### config.mk
export PLATFORM = sky130hd
export DESIGN_NAME = mc_control_fsm
export DESIGN_NICKNAME = d
export VERILOG_FILES = /design/src/rtl/mc_control_fsm.sv
export SDC_FILE = /design/constraint.sdc
export NUM_CORES = 1
export LEC_CHECK = 0
export ABC_AREA = 0
export CORE_MARGIN = 10
export CORE_UTILIZATION = 46
export CTS_CLUSTER_DIAMETER = 50
export DETAILED_ROUTE_END_ITERATION = 8
export PLACE_DENSITY = 0.84
export SYNTH_ARGS = -nofsm -noshare
export SYNTH_HDL_FRONTEND = slang
export SYNTH_SLANG_ARGS = --single-unit
### constraint.sdc
create_clock -name clk -period 2.8 [get_ports clk]
set_input_delay 0.84 -clock clk [delete_from_list [all_inputs] [get_ports clk]]
set_output_delay 0.84 -clock clk [all_outputs]
set_load 0.02 [all_outputs]
### src/rtl/mc_control_fsm.sv
// Multicycle main control FSM: sequences fetch/decode/execute/memory/writeback and drives datapath selects.
// Optional overflow exception path enabled by defining OVERFLOW_EXC_EN.
module mc_control_fsm #(
   parameter int unsigned MEM_WAIT = 1
) (
   input  logic       clk,
   input  logic       reset,
   input  logic [5:0] opcode,
   input  logic [5:0] funct,
   input  logic       zero,
   input  logic       overflow,
   output logic       PCWrite,
   output logic       PCWriteCond,
   output logic [1:0] PCSource,
   output logic       IorD,
   output logic       MemRead,
   output logic       MemWrite,
   output logic       IRWrite,
   output logic       RegWrite,
   output logic [2:0] RegDst,
   output logic [1:0] MemToReg,
   output logic       ALUSrcA,
   output logic [1:0] ALUSrcB,
   output logic [1:0] ALUOp,
   output logic       EPCWrite,
   output logic [4:0] state_dbg
);

   localparam int unsigned CW = 3;

   typedef enum logic [4:0] {
      FETCH    = 5'd0,
      DECODE   = 5'd1,
      EXEC_R   = 5'd2,
      WB_R     = 5'd3,
      ADDI_EX  = 5'd4,
      ADDI_WB  = 5'd5,
      MEM_ADDR = 5'd6,
      LW_RD    = 5'd7,
      LW_WB    = 5'd8,
      SW_WR    = 5'd9,
      BEQ      = 5'd10,
      JUMP     = 5'd11,
`ifdef OVERFLOW_EXC_EN
      EXC      = 5'd13,
`endif
      JAL_WB   = 5'd12
   } state_t;

   state_t        state, state_next;
   logic [CW-1:0] cnt, cnt_next;
   logic [5:0]    op_q;
   logic          mem_last;

   assign mem_last  = (cnt == CW'(MEM_WAIT));
   assign state_dbg = state;

`ifdef OVERFLOW_EXC_EN
   logic [5:0] funct_q;
   logic       ovf_r;
   logic       unused_inputs;

   assign ovf_r         = overflow && (funct_q == 6'h20 || funct_q == 6'h22);
   assign unused_inputs = zero;

   // funct is captured with the opcode so EXEC_R sees the decoded instruction
   always_ff @(posedge clk) begin
      if (reset)
         funct_q <= '0;
      else if (state == DECODE)
         funct_q <= funct;
   end
`else
   logic unused_inputs;
   assign unused_inputs = ^{zero, overflow, funct};
`endif

   // state, wait counter and latched opcode
   always_ff @(posedge clk) begin
      if (reset) begin
         state <= FETCH;
         cnt   <= '0;
         op_q  <= '0;
      end else begin
         state <= state_next;
         cnt   <= cnt_next;
         if (state == DECODE)
            op_q <= opcode;
      end
   end

   // next-state and wait counter; the counter is zero on entry to every memory state
   always_comb begin
      state_next = FETCH;
      cnt_next   = '0;
      case (state)
         FETCH: begin
            if (mem_last) begin
               state_next = DECODE;
            end else begin
               state_next = FETCH;
               cnt_next   = cnt + CW'(1);
            end
         end
         DECODE: begin
            case (opcode)
               6'h00:        state_next = EXEC_R;
               6'h08:        state_next = ADDI_EX;
               6'h23, 6'h2b: state_next = MEM_ADDR;
               6'h04:        state_next = BEQ;
               6'h02:        state_next = JUMP;
               6'h03:        state_next = JAL_WB;
               default:      state_next = FETCH;
            endcase
         end
`ifdef OVERFLOW_EXC_EN
         EXEC_R:   state_next = ovf_r ? EXC : WB_R;
         ADDI_EX:  state_next = overflow ? EXC : ADDI_WB;
`else
         EXEC_R:   state_next = WB_R;
         ADDI_EX:  state_next = ADDI_WB;
`endif
         MEM_ADDR: state_next = (op_q == 6'h2b) ? SW_WR : LW_RD;
         LW_RD: begin
            if (mem_last) begin
               state_next = LW_WB;
            end else begin
               state_next = LW_RD;
               cnt_next   = cnt + CW'(1);
            end
         end
         SW_WR: begin
            if (mem_last) begin
               state_next = FETCH;
            end else begin
               state_next = SW_WR;
               cnt_next   = cnt + CW'(1);
            end
         end
         default:  state_next = FETCH;
      endcase
   end

   // Moore output decode, forced idle while reset is high
   always_comb begin
      PCWrite     = 1'b0;
      PCWriteCond = 1'b0;
      PCSource    = 2'd0;
      IorD        = 1'b0;
      MemRead     = 1'b0;
      MemWrite    = 1'b0;
      IRWrite     = 1'b0;
      RegWrite    = 1'b0;
      RegDst      = 3'b000;
      MemToReg    = 2'd0;
      ALUSrcA     = 1'b0;
      ALUSrcB     = 2'd0;
      ALUOp       = 2'd0;
      EPCWrite    = 1'b0;
      if (!reset) begin
         case (state)
            FETCH: begin
               MemRead = 1'b1;
               if (mem_last) begin
                  IRWrite = 1'b1;
                  PCWrite = 1'b1;
                  ALUSrcB = 2'd1;
               end
            end
            DECODE:  ALUSrcB = 2'd3;
            EXEC_R: begin
               ALUSrcA = 1'b1;
               ALUOp   = 2'd2;
            end
            WB_R: begin
               RegWrite = 1'b1;
               RegDst   = 3'b001;
            end
            ADDI_EX, MEM_ADDR: begin
               ALUSrcA = 1'b1;
               ALUSrcB = 2'd2;
            end
            ADDI_WB: RegWrite = 1'b1;
            LW_RD: begin
               MemRead = 1'b1;
               IorD    = 1'b1;
            end
            LW_WB: begin
               RegWrite = 1'b1;
               MemToReg = 2'd1;
            end
            SW_WR: begin
               MemWrite = 1'b1;
               IorD     = 1'b1;
            end
            BEQ: begin
               ALUSrcA     = 1'b1;
               ALUOp       = 2'd1;
               PCWriteCond = 1'b1;
               PCSource    = 2'd1;
            end
            JUMP: begin
               PCWrite  = 1'b1;
               PCSource = 2'd2;
            end
            JAL_WB: begin
               RegWrite = 1'b1;
               RegDst   = 3'b011;
               MemToReg = 2'd2;
               PCWrite  = 1'b1;
               PCSource = 2'd2;
            end
`ifdef OVERFLOW_EXC_EN
            EXC: begin
               EPCWrite = 1'b1;
               PCWrite  = 1'b1;
               PCSource = 2'd3;
            end
`endif
            default: ;
         endcase
      end
   end

endmodule

## Yosys cells after proc, flatten, opt, wreduce, memory -nomap -nowiden

Index checks and enable logic that the tools add are counted.

| storage, ports and cells | value |
|---|---|
| word-level logic and storage cells | 70 |
| flip-flop bits (word level) | 14 |
| output and inout port bits | 25 |

| cells by class | value |
|---|---|
| equality and inequality tests | 20 |
| bitwise gates (word level) | 1 |
| $add $sub $neg | 1 |
| reductions and logical operators | 11 |
| muxes and demuxes | 34 |

Operators with widths:

| kind | count |
|---|---|
| $pmux 5 s7 | 1 |
| $eq 5x4->1 const B | 5 |
| $pmux 4 s6 | 1 |
| $eq 5x3->1 const B | 4 |
| $eq 6x6->1 const B | 3 |
| $mux 1 | 18 |
| $pmux 2 s2 | 4 |
| $eq 6x2->1 const B | 2 |
| $mux 4 | 3 |
| $eq 5x2->1 const B | 2 |
| $mux 2 | 5 |
| $reduce_or 2->1 | 5 |
| $reduce_or 4->1 | 2 |
| $eq 6x3->1 const B | 1 |
| $eq 6x4->1 const B | 1 |
| $logic_not 6->1 | 1 |
| $pmux 2 s3 | 1 |
| $reduce_or 3->1 | 2 |
| $eq 5x1->1 const B | 1 |
| $logic_not 5->1 | 1 |
| $add 3x1->3 const B | 1 |
| $eq 3x1->1 const B | 1 |
| $pmux 1 s2 | 1 |
| $not 1->1 | 1 |

## Logic depth before layout (Yosys ltp)

| logic depth | value |
|---|---|
| depth in word-level cells | 4 |
| depth in mapped cells | 6 |

## Worst setup path after synthesis

OpenSTA, ideal clock, no wires.

| timing path | value |
|---|---|
| kind | input -> output |
| start point | in reset |
| end point | out ALUSrcA |
| stages on the path | 2 |
| arrival | 2.152 ns |
| setup slack | -0.192 ns |
| path through | clkbuf_1 -> a2111oi_0 |

| between the ends | value |
|---|---|
| word-level cells in the longest chain between the ends | 1 |

Ends and longest elaborated chain:

| item | line | text |
|---|---|---|
| from (decl) | 7 | `input logic reset,` |
| $mux 1 | 160 | `if (!reset) begin` |
| to (decl) | 22 | `output logic ALUSrcA,` |

No other way between the ends.

## Worst setup path in the final report

| timing path | value |
|---|---|
| start point | in reset |
| end point | out PCWriteCond |

| between the ends | value |
|---|---|
| word-level cells in the longest chain between the ends | 1 |

Ends and longest elaborated chain:

| item | line | text |
|---|---|---|
| $mux 1 | 160 |  |
| to (decl) | 13 | `output logic PCWriteCond,` |

No other way between the ends.

==> metrics.md <==
| Metric | Value |
|---|---|
| Syn_area_per_cell | between 7 and 8 sq um |
| Post-Synth Adder-Cell Area | 0.0242 |
| Top cell type's share of synthesized area | 0.252 |
| Routed WL per cell | 14.0 um |
| Worst IR Drop VDD | 480 uV |
| Reg2reg setup slack | 1.26 ns |
| Post-Synth XOR/XNOR Area | 0.0169 |
| Area contributors post-synth | dfxtp_1 25%, mux2i_1 7.7%, nor2_1 6.5%, nand2b_1 4.8%, buf_4 4.4% |
| GRT Total Usage | 0.119 |
| Sequential-to-total area share from yosys stat | 0.252 |
| EDFF count, synth | 0 |
| CTS tree | built |
| Fin. Hold Viols | 0 |
| Period utilization | 0.966 |
| #FFs+latches synth | 13 |
| N_diodes | 0 |
| Post-DP Area | around 0.0013 sq mm |
| Cell taking the most area after synthesis | dfxtp_1 |
| Fmax | 370 MHz |
| Largest net degree at the start of global routing | 15 |
| Yosys warnings | 0 |
| Clock Latency Late Sink | about 0.27 ns |
| Clock Tree Buf Depth | 2 |
| CTS buffer count | 3 |
| DRT Pass-1 Iters | 4 |
| GPL Wtd Cong | roughly 0.85 |
| Post-route cell area | between 0.001 and 0.0015 sq mm |
| First-pass GRT wire length | 4400 um |
| Core ar. | 0.00217 sq mm |
| Synth cell types | 45 |
| Post-DRT Antenna Nets | 0 |
| Area delta synth->final | 27.3% |
| Layout cells sized above 1 | 0.225 |
| Async set or reset register ratio after synthesis | 0 |
| Unrepaired setup endpoints after global routing | no |
| CP required | 1.96 ns |
| Total routed wirelength | between 2000 and 3000 um |
| Boundary Pins | 41 |
| Port bufs | 29 |
| CTS root buffer | clkbuf_4 |
| Proportion of synthesized area in mux cells | 0.0774 |
| Largest family of logic cells by synthesized area | simple AND/OR/NAND/NOR gates |
| Final max-slew violation count | 0 |
| Post-synthesis compound-gate area fraction | 0.161 |
| Kind of critical path | in -> out |
| Pleak | about 0.00054 uW |
| Outcome | complete, no violations |
| Critical path startpoint category | primary input |
| # clock sinks | 13 |
| Initial Util | 0.477 |
| Post-Syn Area | 0.00103 sq mm |
| Clock transition at the registers of the reported paths | 0.08 ns |
| FP Rows | 17 |
| CTS Hold Buffers Added | 0 |
| Nets | 179 |
| Grt ovf | 0 |
| Power per cell area | approximately 570 mW/mm^2 |
| Post-Synthesis Cells | 130 |
| HP Class | reg -> reg |
| Total die area | 0.00455 sq mm |
| Hold Path Depth | 1 |
| Most frequent cells in the layout | 18 x nor2_1, 13 x dfxtp_1, 12 x buf_2, 11 x buf_4, 10 x clkdlybuf4s50_1 |
| Leading cell type in the layout, fill and taps excluded | nor2_1 |
| Hold WS | 0.463 ns |
| CP Max Fanout | 8 |
| Worst Path Arrival | between 1.5 and 2 ns |
| Die H | 67.4 um |
| Placed wire-length estimate | 2190 um |
| Drt initial violations | 49 |
| Post-route minimum period | 2.71 ns |
| Max Cap Viol | 0 |
| Reg2Reg Depth | 6 |
| Number of global-route vias before repair | 1009 |
| Post-Synth Simple-Gate Area | 0.356 |
| Final setup fails | 0 |
| Top_reg_cell synth | dfxtp_1 |
| Clk_skew | 0.00116 ns |
| DRC | 0 |
| Die X-Extent | approximately 67 um |
| Total number of vias | 999 |
| H-tree levels | 1 |
| Vias per inst | about 5.3 |
| Crit. End Element | output pin |
| Antenna violations before repair | 0 |
-- final cells by class --
type / count / area, sq um
clock buffer: 3 / 22.5
clock inverter: 1 / 5.00
timing repair buffer: 40 / 307
fill: 201 / 852
multi-input combinational: 100 / 677
tap: 28 / 35.0
inverter: 3 / 11.3
sequential: 13 / 260
-- registers in the layout, summed over array words and instances, names as in the netlist --
name,flops
cnt,3
op_q,6
state_dbg,4
-- routing by layer --
layer	routed length (um)	track usage
met1	1060	0.124
met2	1270	0.217
met3	263	0.0397
met4	34	0.0462
met5	0	0
-- cell usage after synthesis, types with 3 or more instances --
cell type,instances
mux2i_1,8
buf_4,6
inv_1,3
o21ai_1,4
nor3_1,5
buf_2,4
nand2_1,3
nand3_1,5
a21oi_1,4
a31oi_1,3
nand3b_1,3
nand2b_1,8
nor2_1,18
dfxtp_1,13
-- final timing paths --
check / from / to
worst min-delay path: cnt[0] / cnt[0]
worst max-delay path: reset / PCWriteCond
worst min register to register: cnt[0] / cnt[0]
worst max register to register: state_dbg[1] / op_q[0]
-- power by group --
part / switching (uW) / leakage [uW] / internal (uW)
Combinational: 210 / 0.000414 / 177
Sequential: 29.6 / 0.000106 / 222
Clock: 59.4 / 0.0000177 / 52.9
Total: 299 / 0.000538 / 452
-- kinds of logic (layout without fill, tap and decap cells) --
family,Yosys count,in the layout
muxes,8,8
adders and majority gates,2,2
buffers and inverters,19,47
and+or+nand+nor,61,61
other,1,3
AOI/OAI and AO/OA,24,24
xor gates and xnor gates,2,2
DFF,13,13
-- critical path, cell delays in order --
cell and delay, ns:
dlygate4sd2_1 0.27, buf_4 0.17, nor3_2 0.21, dlygate4sd2_1 0.37
-- stage by stage --
step                      std cells  worst slack, ns   util  setup TNS, ns  total power (uW)
after floorplan                 132           0.0550      -              0               517
after global placement          184           -0.488  0.622          -7.26               640
after detailed placement        184           -0.519  0.622          -7.57               657
after CTS                       188           0.0656  0.606              0               754
after global routing            188           0.0259  0.607              0               810
final                           188           0.0942  0.607              0               750
-- timing repair --
| action | 4_1_cts | 5_1_grt |
|---|---|---|
| setup buffers | 0 | 0 |
| resized for setup | 64 | 1 |
| setup endpoints to repair | 18 | 2 |
No activity file was read; power rests on OpenSTA's default activity.
